File: src/rtl/uart_pkg.sv
// ---------------------------------------------------------------------------
// uart_pkg
// Shared definitions for the UART transmit path.
//   UART_DATA_W      : width of one UART data byte.
//   uart_tx_state_e  : launch sequencer state encoding, also exported on the
//                      top-level debug port so checkers can bind to it.
// ---------------------------------------------------------------------------
package uart_pkg;

    localparam int UART_DATA_W = 8;

    typedef enum logic [1:0] {
        IDLE      = 2'd0,
        WAIT_BUSY = 2'd1,
        GAP       = 2'd2,
        WAIT_DONE = 2'd3
    } uart_tx_state_e;

endpackage

File: src/rtl/uart_sync_fifo.sv
// ---------------------------------------------------------------------------
// uart_sync_fifo
// Single-clock circular byte FIFO with registered status.
//
// Ports:
//   clk, rst_n   : clock, asynchronous active-low reset
//   wr_en        : push wr_data (ignored while full)
//   wr_data      : byte to push
//   rd_en        : pop the head (ignored while empty)
//   rd_data      : current head entry (combinational read of rd_ptr)
//   full, empty  : registered status, valid the cycle after a push/pop
//   level        : registered entry count, 0..DEPTH
//
// Pointers are ADDR_W bits and wrap naturally modulo DEPTH; the occupancy is
// a separate counter so full and empty never need a pointer-compare trick.
// ---------------------------------------------------------------------------
module uart_sync_fifo
    import uart_pkg::*;
#(
    parameter int DEPTH  = 16,
    parameter int ADDR_W = 4,
    parameter int DATA_W = UART_DATA_W
) (
    input  logic              clk,
    input  logic              rst_n,
    input  logic              wr_en,
    input  logic [DATA_W-1:0] wr_data,
    input  logic              rd_en,
    output logic [DATA_W-1:0] rd_data,
    output logic              full,
    output logic              empty,
    output logic [ADDR_W:0]   level
);

    localparam logic [ADDR_W:0] FULL_LVL = (ADDR_W+1)'(DEPTH);

    logic [DATA_W-1:0] mem [DEPTH];
    logic [ADDR_W-1:0] wr_ptr;
    logic [ADDR_W-1:0] rd_ptr;
    logic [ADDR_W:0]   level_next;
    logic              wr_ok;
    logic              rd_ok;

    // A write while full is dropped even if a pop happens the same cycle.
    assign wr_ok   = wr_en & ~full;
    assign rd_ok   = rd_en & ~empty;
    assign rd_data = mem[rd_ptr];

    always_comb begin
        level_next = level;
        case ({wr_ok, rd_ok})
            2'b10:   level_next = level + (ADDR_W+1)'(1);
            2'b01:   level_next = level - (ADDR_W+1)'(1);
            default: level_next = level;
        endcase
    end

    // Storage carries no reset; only the pointers and count define validity.
    always_ff @(posedge clk) begin
        if (wr_ok) begin
            mem[wr_ptr] <= wr_data;
        end
    end

    always_ff @(posedge clk or negedge rst_n) begin
        if (!rst_n) begin
            wr_ptr <= '0;
            rd_ptr <= '0;
            level  <= '0;
            full   <= 1'b0;
            empty  <= 1'b1;
        end else begin
            if (wr_ok) begin
                wr_ptr <= wr_ptr + ADDR_W'(1);
            end
            if (rd_ok) begin
                rd_ptr <= rd_ptr + ADDR_W'(1);
            end
            level <= level_next;
            full  <= (level_next == FULL_LVL);
            empty <= (level_next == '0);
        end
    end

endmodule

File: src/rtl/uart_tx_queue.sv
// ---------------------------------------------------------------------------
// uart_tx_queue
// Byte queue plus launch sequencer in front of an edge-triggered UART
// transmitter. Producers only watch `full`; the sequencer drains the FIFO
// one byte per frame by raising tx_en and following uart_tx_busy.
//
// Ports:
//   clk, rst_n    : clock, asynchronous active-low reset
//   wr_en/wr_data : producer push (dropped while full)
//   full, empty   : registered FIFO status
//   level         : registered FIFO entry count, 0..DEPTH
//   tx_en         : launch request, a rising edge starts one frame
//   tx_din        : byte presented to the transmitter
//   uart_tx_busy  : transmitter busy flag
//   retry         : one-cycle pulse when a launch timed out and is re-armed
//   ovf_cnt       : saturating count of dropped writes, only when
//                   UART_TX_QUEUE_OVF_CNT_EN is defined
//   dbg_state     : current sequencer state
//
// Handshake: a byte is accepted on any clock edge where wr_en=1 and full=0;
// no other qualifier exists. On the transmitter side tx_din is stable from
// the cycle tx_en rises until the next pop, and tx_en is always low for at
// least one cycle between rising edges.
//
// Build option: `define UART_TX_QUEUE_OVF_CNT_EN adds the ovf_cnt port.
// ---------------------------------------------------------------------------
module uart_tx_queue
    import uart_pkg::*;
#(
    parameter int DEPTH        = 16,
    parameter int ADDR_W       = 4,
    parameter int BUSY_TIMEOUT = 8
) (
    input  logic                   clk,
    input  logic                   rst_n,
    input  logic                   wr_en,
    input  logic [UART_DATA_W-1:0] wr_data,
    output logic                   full,
    output logic                   empty,
    output logic [ADDR_W:0]        level,
    output logic                   tx_en,
    output logic [UART_DATA_W-1:0] tx_din,
    input  logic                   uart_tx_busy,
    output logic                   retry,
`ifdef UART_TX_QUEUE_OVF_CNT_EN
    output logic [7:0]             ovf_cnt,
`endif
    output uart_tx_state_e         dbg_state
);

    localparam logic [7:0] TIMEOUT_LAST = 8'(BUSY_TIMEOUT - 1);

    uart_tx_state_e         state;
    uart_tx_state_e         state_next;
    logic [7:0]             tmo_cnt;
    logic [7:0]             tmo_cnt_next;
    logic                   tx_en_next;
    logic                   retry_next;
    logic                   pop;
    logic [UART_DATA_W-1:0] head;

    uart_sync_fifo #(
        .DEPTH  (DEPTH),
        .ADDR_W (ADDR_W),
        .DATA_W (UART_DATA_W)
    ) u_fifo (
        .clk     (clk),
        .rst_n   (rst_n),
        .wr_en   (wr_en),
        .wr_data (wr_data),
        .rd_en   (pop),
        .rd_data (head),
        .full    (full),
        .empty   (empty),
        .level   (level)
    );

    assign dbg_state = state;

    always_comb begin
        state_next   = state;
        tmo_cnt_next = tmo_cnt;
        tx_en_next   = tx_en;
        retry_next   = 1'b0;
        pop          = 1'b0;
        case (state)
            IDLE: begin
                if (!empty && !uart_tx_busy) begin
                    pop          = 1'b1;
                    tx_en_next   = 1'b1;
                    tmo_cnt_next = '0;
                    state_next   = WAIT_BUSY;
                end
            end
            WAIT_BUSY: begin
                if (uart_tx_busy) begin
                    tx_en_next = 1'b0;
                    state_next = WAIT_DONE;
                end else if (tmo_cnt == TIMEOUT_LAST) begin
                    // Launch was not acknowledged: drop tx_en for the GAP
                    // cycle so the re-launch is a fresh rising edge.
                    tx_en_next = 1'b0;
                    retry_next = 1'b1;
                    state_next = GAP;
                end else begin
                    tmo_cnt_next = tmo_cnt + 8'd1;
                end
            end
            GAP: begin
                tx_en_next   = 1'b1;
                tmo_cnt_next = '0;
                state_next   = WAIT_BUSY;
            end
            WAIT_DONE: begin
                if (!uart_tx_busy) begin
                    state_next = IDLE;
                end
            end
            default: begin
                state_next = IDLE;
            end
        endcase
    end

    always_ff @(posedge clk or negedge rst_n) begin
        if (!rst_n) begin
            state   <= IDLE;
            tmo_cnt <= '0;
            tx_en   <= 1'b0;
            tx_din  <= '0;
            retry   <= 1'b0;
        end else begin
            state   <= state_next;
            tmo_cnt <= tmo_cnt_next;
            tx_en   <= tx_en_next;
            retry   <= retry_next;
            // tx_din only changes on a pop, so it is stable across retries.
            if (pop) begin
                tx_din <= head;
            end
        end
    end

`ifdef UART_TX_QUEUE_OVF_CNT_EN
    always_ff @(posedge clk or negedge rst_n) begin
        if (!rst_n) begin
            ovf_cnt <= '0;
        end else if (wr_en && full && (ovf_cnt != 8'hFF)) begin
            ovf_cnt <= ovf_cnt + 8'd1;
        end
    end
`endif

endmodule
File: config.mk
export PLATFORM = sky130hd
export DESIGN_NAME = uart_tx_queue
export DESIGN_NICKNAME = d
export VERILOG_FILES = /design/src/rtl/uart_pkg.sv /design/src/rtl/uart_sync_fifo.sv /design/src/rtl/uart_tx_queue.sv
export SDC_FILE = /design/constraint.sdc
export NUM_CORES = 1
export LEC_CHECK = 0
export BUFFER_PORTS_ARGS = -buffer_cell sky130_fd_sc_hd__buf_2
export CORE_MARGIN = 2
export CORE_UTILIZATION = 30
export DETAILED_ROUTE_END_ITERATION = 10
export HOLD_SLACK_MARGIN = 0.05
export RECOVER_POWER = 25
export SYNTH_ARGS = -nofsm -noshare
export SYNTH_HDL_FRONTEND = slang
export SYNTH_SLANG_ARGS = --single-unit
export TNS_END_PERCENT = 5
File: constraint.sdc
create_clock -name clk -period 2.29 [get_ports clk]
set_clock_uncertainty 0.05 [all_clocks]
set_input_delay 0.1145 -clock clk [delete_from_list [all_inputs] [get_ports clk]]
set_output_delay 0.1145 -clock clk [all_outputs]
set_load 0.02 [all_outputs]
======== Word level (Yosys, flattened, before mapping) ========
Memories as Yosys holds them, arrays and structs flattened. A register that Yosys moved wholly into a read port is not among the register bits.
Cells that the tools add are included.
word-level totals
  register bits after elaboration ......... 27
  latch bits .............................. 0
  bits in writable memories ............... 128
  memory bits (read-only) ................. 0
  input port bits ......................... 12
  output and inout bits ................... 19
  logic and storage cells ................. 62
  memories ................................ 1
cells by class
  $add $sub $neg .......................... 5
  multiply operators ...................... 0
  divide/modulo/power cells ............... 0
  order comparisons ....................... 0
  equality and inequality tests ........... 12
  shifts and indexed selects .............. 0
  mux-type cells .......................... 21
  bitwise gates (word level) .............. 4
  reduce and logical (&&, ||, !) cells .... 10
memories
  name        words  width  read ports  clocked after memory_dff  wr ports  RTL line              RTL
  u_fifo.mem  16     8      1           1                         1         uart_sync_fifo.sv:37  logic [DATA_W-1:0] mem [DEPTH];
operators by type and width
  cell                 count
  $mux 8               3
  $pmux 8 s3           1
  $mux 1               10
  $pmux 5 s2           1
  $add 4x1->4 const B  2
  $add 8x1->8 const B  1
  $eq 8x3->1 const B   1
  $mux 2               4
  $ne 2x2->1 const B   4
  $pmux 2 s4           1
  $eq 2x2->1 const B   3
  $reduce_and 3->1     2
  $add 5x1->5 const B  1
  $eq 5x5->1 const B   1
  $logic_not 5->1      1
  $sub 5x1->5 const B  1
  $eq 2x1->1 const B   2
  $reduce_and 4->1     1
  $logic_not 1->1      3
  $ne 3x3->1 const B   1
  $pmux 1 s3           1
  $reduce_bool 3->1    1
  $and 1x1->1          2
  $logic_not 2->1      1
  other kinds (2)      3

======== Depth between registers and ports, before layout ========
  depth after elaboration ................. 8
  gate-level depth with buffers ........... 11

======== Hierarchy ========
From an unflattened synthesis, not the netlist that was laid out.
unflattened totals
  cell total of the unflattened synthesis .. 366
  area total of the unflattened synthesis .. 6725.2 um^2
modules (own cells, without submodules)
  module          instances  cells an instance  area each (um^2)
  uart_sync_fifo  1          276                5761.8
  uart_tx_queue   1          90                 963.4

======== Worst setup path before layout ========
No wires, ideal clock.
  path kind ............................... reg2reg
  from .................................... register state[0] (netlist: dbg_state[0])
  to ...................................... register u_fifo.full
  setup time .............................. 0.081 ns
  arrival time ............................ 2.452 ns
  data required time ...................... 2.159 ns
  slack ................................... -0.293 ns
  stages on the path, launching flop included .. 11
  path buffers ............................ 0
  clock period less this slack ............ 2.583 ns
  cell sequence ........................... dfrtp_1 -> or4_4 -> clkinv_4 -> nand2_4 -> xnor2_1 -> ha_1 -> nor4b_1 -> a31oi_1 -> o31ai_4 -> xor2_2 -> nor3b_2
on the way
  longest elaborated chain between the ends .. 6
ends and longest elaborated chain
  element                                   RTL line              RTL
  from (decl)                               uart_tx_queue.sv:53   uart_tx_state_e state;
  from (signal assigned)                    uart_tx_queue.sv:133  state <= state_next;
  $logic_not 2->1 (*)                       uart_tx_queue.sv:86   case (state)
  $mux 1 (*)                                uart_tx_queue.sv:86
  $and 1x1->1 (*)                           uart_sync_fifo.sv:46  assign rd_ok = rd_en & ~empty;
  $eq 2x1->1 or $eq 2x2->1 (tied branches)  uart_sync_fifo.sv:51  case ({wr_ok, rd_ok})
  $pmux 5 s2 (*)                            uart_sync_fifo.sv:51
  named net u_fifo.level_next[4]            uart_sync_fifo.sv:40  logic [ADDR_W:0] level_next;
  $eq 5x5->1 (*)                            uart_sync_fifo.sv:80  full <= (level_next == FULL_LVL);
  to (signal assigned)                      uart_sync_fifo.sv:80
  to (decl)                                 uart_sync_fifo.sv:30  output logic full,
Mark *: on every way through the listed nets, which the timed path passes. The rest lies on a longest branch.
A chain may end at the register's enable or synchronous reset.

======== Worst setup path in the final report ========
  from .................................... register state[1] (netlist: dbg_state[1])
  to ...................................... register u_fifo.empty
on the way
  longest elaborated chain between the ends .. 6
ends and longest elaborated chain
  element                                   RTL line              RTL
  $logic_not 2->1 (*)                       uart_tx_queue.sv:86
  $mux 1 (*)                                uart_tx_queue.sv:86
  $and 1x1->1 (*)                           uart_sync_fifo.sv:46
  $eq 2x1->1 or $eq 2x2->1 (tied branches)  uart_sync_fifo.sv:51
  $pmux 5 s2 (*)                            uart_sync_fifo.sv:51
  named net u_fifo.level_next[4]            uart_sync_fifo.sv:40
  $logic_not 5->1 (*)                       uart_sync_fifo.sv:81  empty <= (level_next == '0);
  to (signal assigned)                      uart_sync_fifo.sv:81
  to (decl)                                 uart_sync_fifo.sv:31  output logic empty,
Marks and branches as above.

==> results.cfg <==
[status]
status = complete, but fails checks
failed_checks = setup timing

[setup_path]
critPathTopFamily = simple AND/OR/NAND/NOR gates
crit_type = flop to flop
worst-path-buf-inv = 2
critPathLaunchType = flop
worst-endpoint-required_ns = 2.59
critPathMaxStageDelay_ns = 0.54
crit_chain = or4_4 > clkinv_4 > nand2_4 > xnor2_2 > ha_4 > nand4b_1 > a221o_1 > o31ai_4 > xor2_2 > buf_4 > nor3_2
arrival_ns = 2.83
crit_fanout = 4
crit_slowest_cell = or4_4
cp-end-kind = flop

[cells_and_area]
num-nets-final = 464
regArea_mm2 = 0.00472
nFillCells = 1995
n_antenna_cell = 0
layout.cells.non_filler = 737
drive_above_1_share_pct = 27.4
stdcell_area_mm2 = 0.00806
area_delta_synth_final_pct = 20.5
multiInputGateArea_mm2 = 0.00193

[run]
cap_violations = 0

[grt]
grt.total_usage_pct = 11.9
grt_antenna_before_repair = 0
grt_start_max_net_pins = 36
grt_first_pass_wirelength_um = 20900
first_global_vias = 3581
grt_overflow = 0

[placement]
placed_cell_area_mm2 = 0.00731
dpl.cell_count = 693
gp_congestion = 0.844
place_hpwl_um = 8460
post-place-ws_ns = -0.225
port_buffers = 30

[logic_synthesis]
yosysSeqAreaShare_pct = 70.6
ys_ff_latch = 163
postSynthCellCount = 380
yosysUniqueCellTypes = 51
synth_edf_count = 128
syn_nets = 400
yosys_warnings = 0
async_flop_share_pct = 21.5
synthFlopType = edfxtp_1
synthesis.area_mm2 = 0.00669
avgSynthCellArea_um2 = 17.6

[route]
dr.first_iter.drc_count = 228
num_vias = 3471
antenna_left = 0
firstDrtPassIters = 4
wire_per_inst_um = 18.1
routed_wl_um = 13400
drc = 0
via_per_inst = 4.71

[power]
powerDensity_mw_per_mm2 = 1220
peakVddDrop_uv = 593
p_leak_nw = 2.79
finalPower_mw = 9.82

[timing]
min_period_ns = 2.53
rsz0062_at_grt = yes
fin_ws_ns = -0.244
relSlewSlack_pct = 46.7
setup_viol_count_final = 4
fin_crit_sh_pct = 111
slew_violations = 0
timing.hold.ws_ns = 0.104
tightest_slew_ns = 0.800
fmax_mhz = 395
hold_viol = 0

[min_path]
hold_class = primary input to flop

[die]
rows = 54
die_h_um = 153
initial_core_util_pct = 30.6
io_pins = 31
fp.coreArea_mm2 = 0.0218
die_w_um = 153
dieArea_mm2 = 0.0235

[cts]
htree_levels = 4
numCtsBuffers = 17
cts_sinks = 163
clock_latency_ns = 0.42
cts_tree = done
cts_buffer_depth = 2
cts_root_buf = clkbuf_16
path_clk_slew_ns = 0.06
## placed cells by master (no fill, tap or decap), types with 7 or more instances in the layout
| cell type | count |
|---|---|
| xnor2_1 | 14 |
| dlygate4sd3_1 | 11 |
| edfxtp_1 | 128 |
| nand2_1 | 12 |
| and2_1 | 17 |
| mux2i_1 | 16 |
| buf_2 | 23 |
| o21ai_1 | 12 |
| nor2_1 | 24 |
| mux4_2 | 32 |
| buf_4 | 17 |
| a21oi_1 | 12 |
| dfrtp_1 | 31 |
| clkbuf_16 | 17 |
| ha_1 | 7 |
| clkbuf_1 | 7 |
## final timing paths
kind	from	endpoint	slack, ns	depth (start not counted)
min reg2reg	tx_din[6]	tx_din[6]	0.45	2
max reg2reg	dbg_state[1]	u_fifo.empty	-0.24	11
min	uart_tx_busy	retry	0.10	4
max	dbg_state[1]	u_fifo.empty	-0.24	11
max in group asynchronous	rst_n	u_fifo.rd_ptr[0]	1.36	2
min in group asynchronous	rst_n	tmo_cnt[6]	0.27	2
## cell usage after synthesis, types with 2 or more instances
master | n | area share [%]
nor3b_1 | 3 | 0.34
o21ai_0 | 3 | 0.22
o21a_1 | 3 | 0.34
mux4_2 | 32 | 11
nand4_1 | 2 | 0.19
ha_1 | 8 | 1.5
nand2b_1 | 2 | 0.19
dfrtp_1 | 34 | 13
o21ai_1 | 12 | 0.90
a21oi_1 | 12 | 0.90
xnor2_1 | 15 | 2.0
xor2_1 | 2 | 0.26
mux2i_1 | 16 | 2.4
nor3_1 | 2 | 0.15
nand3_1 | 2 | 0.15
clkbuf_1 | 11 | 0.62
nor2_1 | 24 | 1.3
buf_2 | 4 | 0.30
inv_1 | 6 | 0.34
a211oi_1 | 2 | 0.22
nand2_1 | 12 | 0.67
edfxtp_1 | 128 | 57
and2_1 | 17 | 1.6
## worst register-to-register path: cells and delay by family, from the launching register on
family          cells  cell delay [ns]
fa+ha+maj           1             0.19
buf+inv             2             0.21
xor+xnor            2             0.27
flops               1             0.40
compound gates      2             0.46
simple gates        4             0.87
## sequential cells by signal (all words and copies together) (netlist names)
name	count
u_fifo.mem	128
u_fifo.level	5
u_fifo.full	1
u_fifo.rd_ptr	4
tmo_cnt	8
u_fifo.empty	1
tx_din	8
dbg_state	2
tx_en	1
u_fifo.wr_ptr	4
retry	1
## power breakdown
part	internal [mW]	switching, mW	leakage [nW]	total (mW)
registers	3.68	0.313	1.59	3.99
clock network	1.64	1.20	0.287	2.84
logic	1.37	1.62	0.912	3.00
total	6.68	3.14	2.79	9.82
## metrics by stage
step	util [%]	setup TNS, ns
global route	36.9	-0.940
finish	36.9	-0.578
global placement	33.5	-0.213
floorplan	-	-0.470
CTS	36.8	-0.385
detailed placement	33.5	-0.419
## layout make-up
cell class	instances	area share (%)
clock buffer	17	5.28
timing repair buffer	60	5.20
clock inverter	15	2.14
sequential	163	58.6
multi-input combinational	194	24.0
tap	280	4.35
inverter	8	0.435
## layer usage
| layer | share of wire, % | global-route usage (%) |
|---|---|---|
| met5 | 0 | 0 |
| met4 | 1.1 | 4.37 |
| met3 | 4.9 | 3.54 |
| met2 | 48 | 18.7 |
| met1 | 46 | 15.8 |
## kinds of logic (layout without fill, tap and decap cells)
kind of cell	Yosys count	after routing	synth area share [%]
AND/OR/NAND/NOR	76	76	6.21
XOR/XNOR	19	19	2.81
AO/OA/AOI/OAI	42	42	4.12
buffers and inverters	23	100	1.44
flip-flops	163	163	70.6
multiplexers	49	49	13.3
adder cells (fa/ha/maj)	8	8	1.50
## repair_timing
action / 4_1_cts / 5_1_grt
hold buffers: 11 / 0
hold endpoints to repair: 164 / 0
setup endpoints to repair: 4 / 6
buffers inserted: 0 / 1
resized for setup: 1 / 5
pin swaps: 2 / 1
No activity file was read; power rests on OpenSTA's default activity.
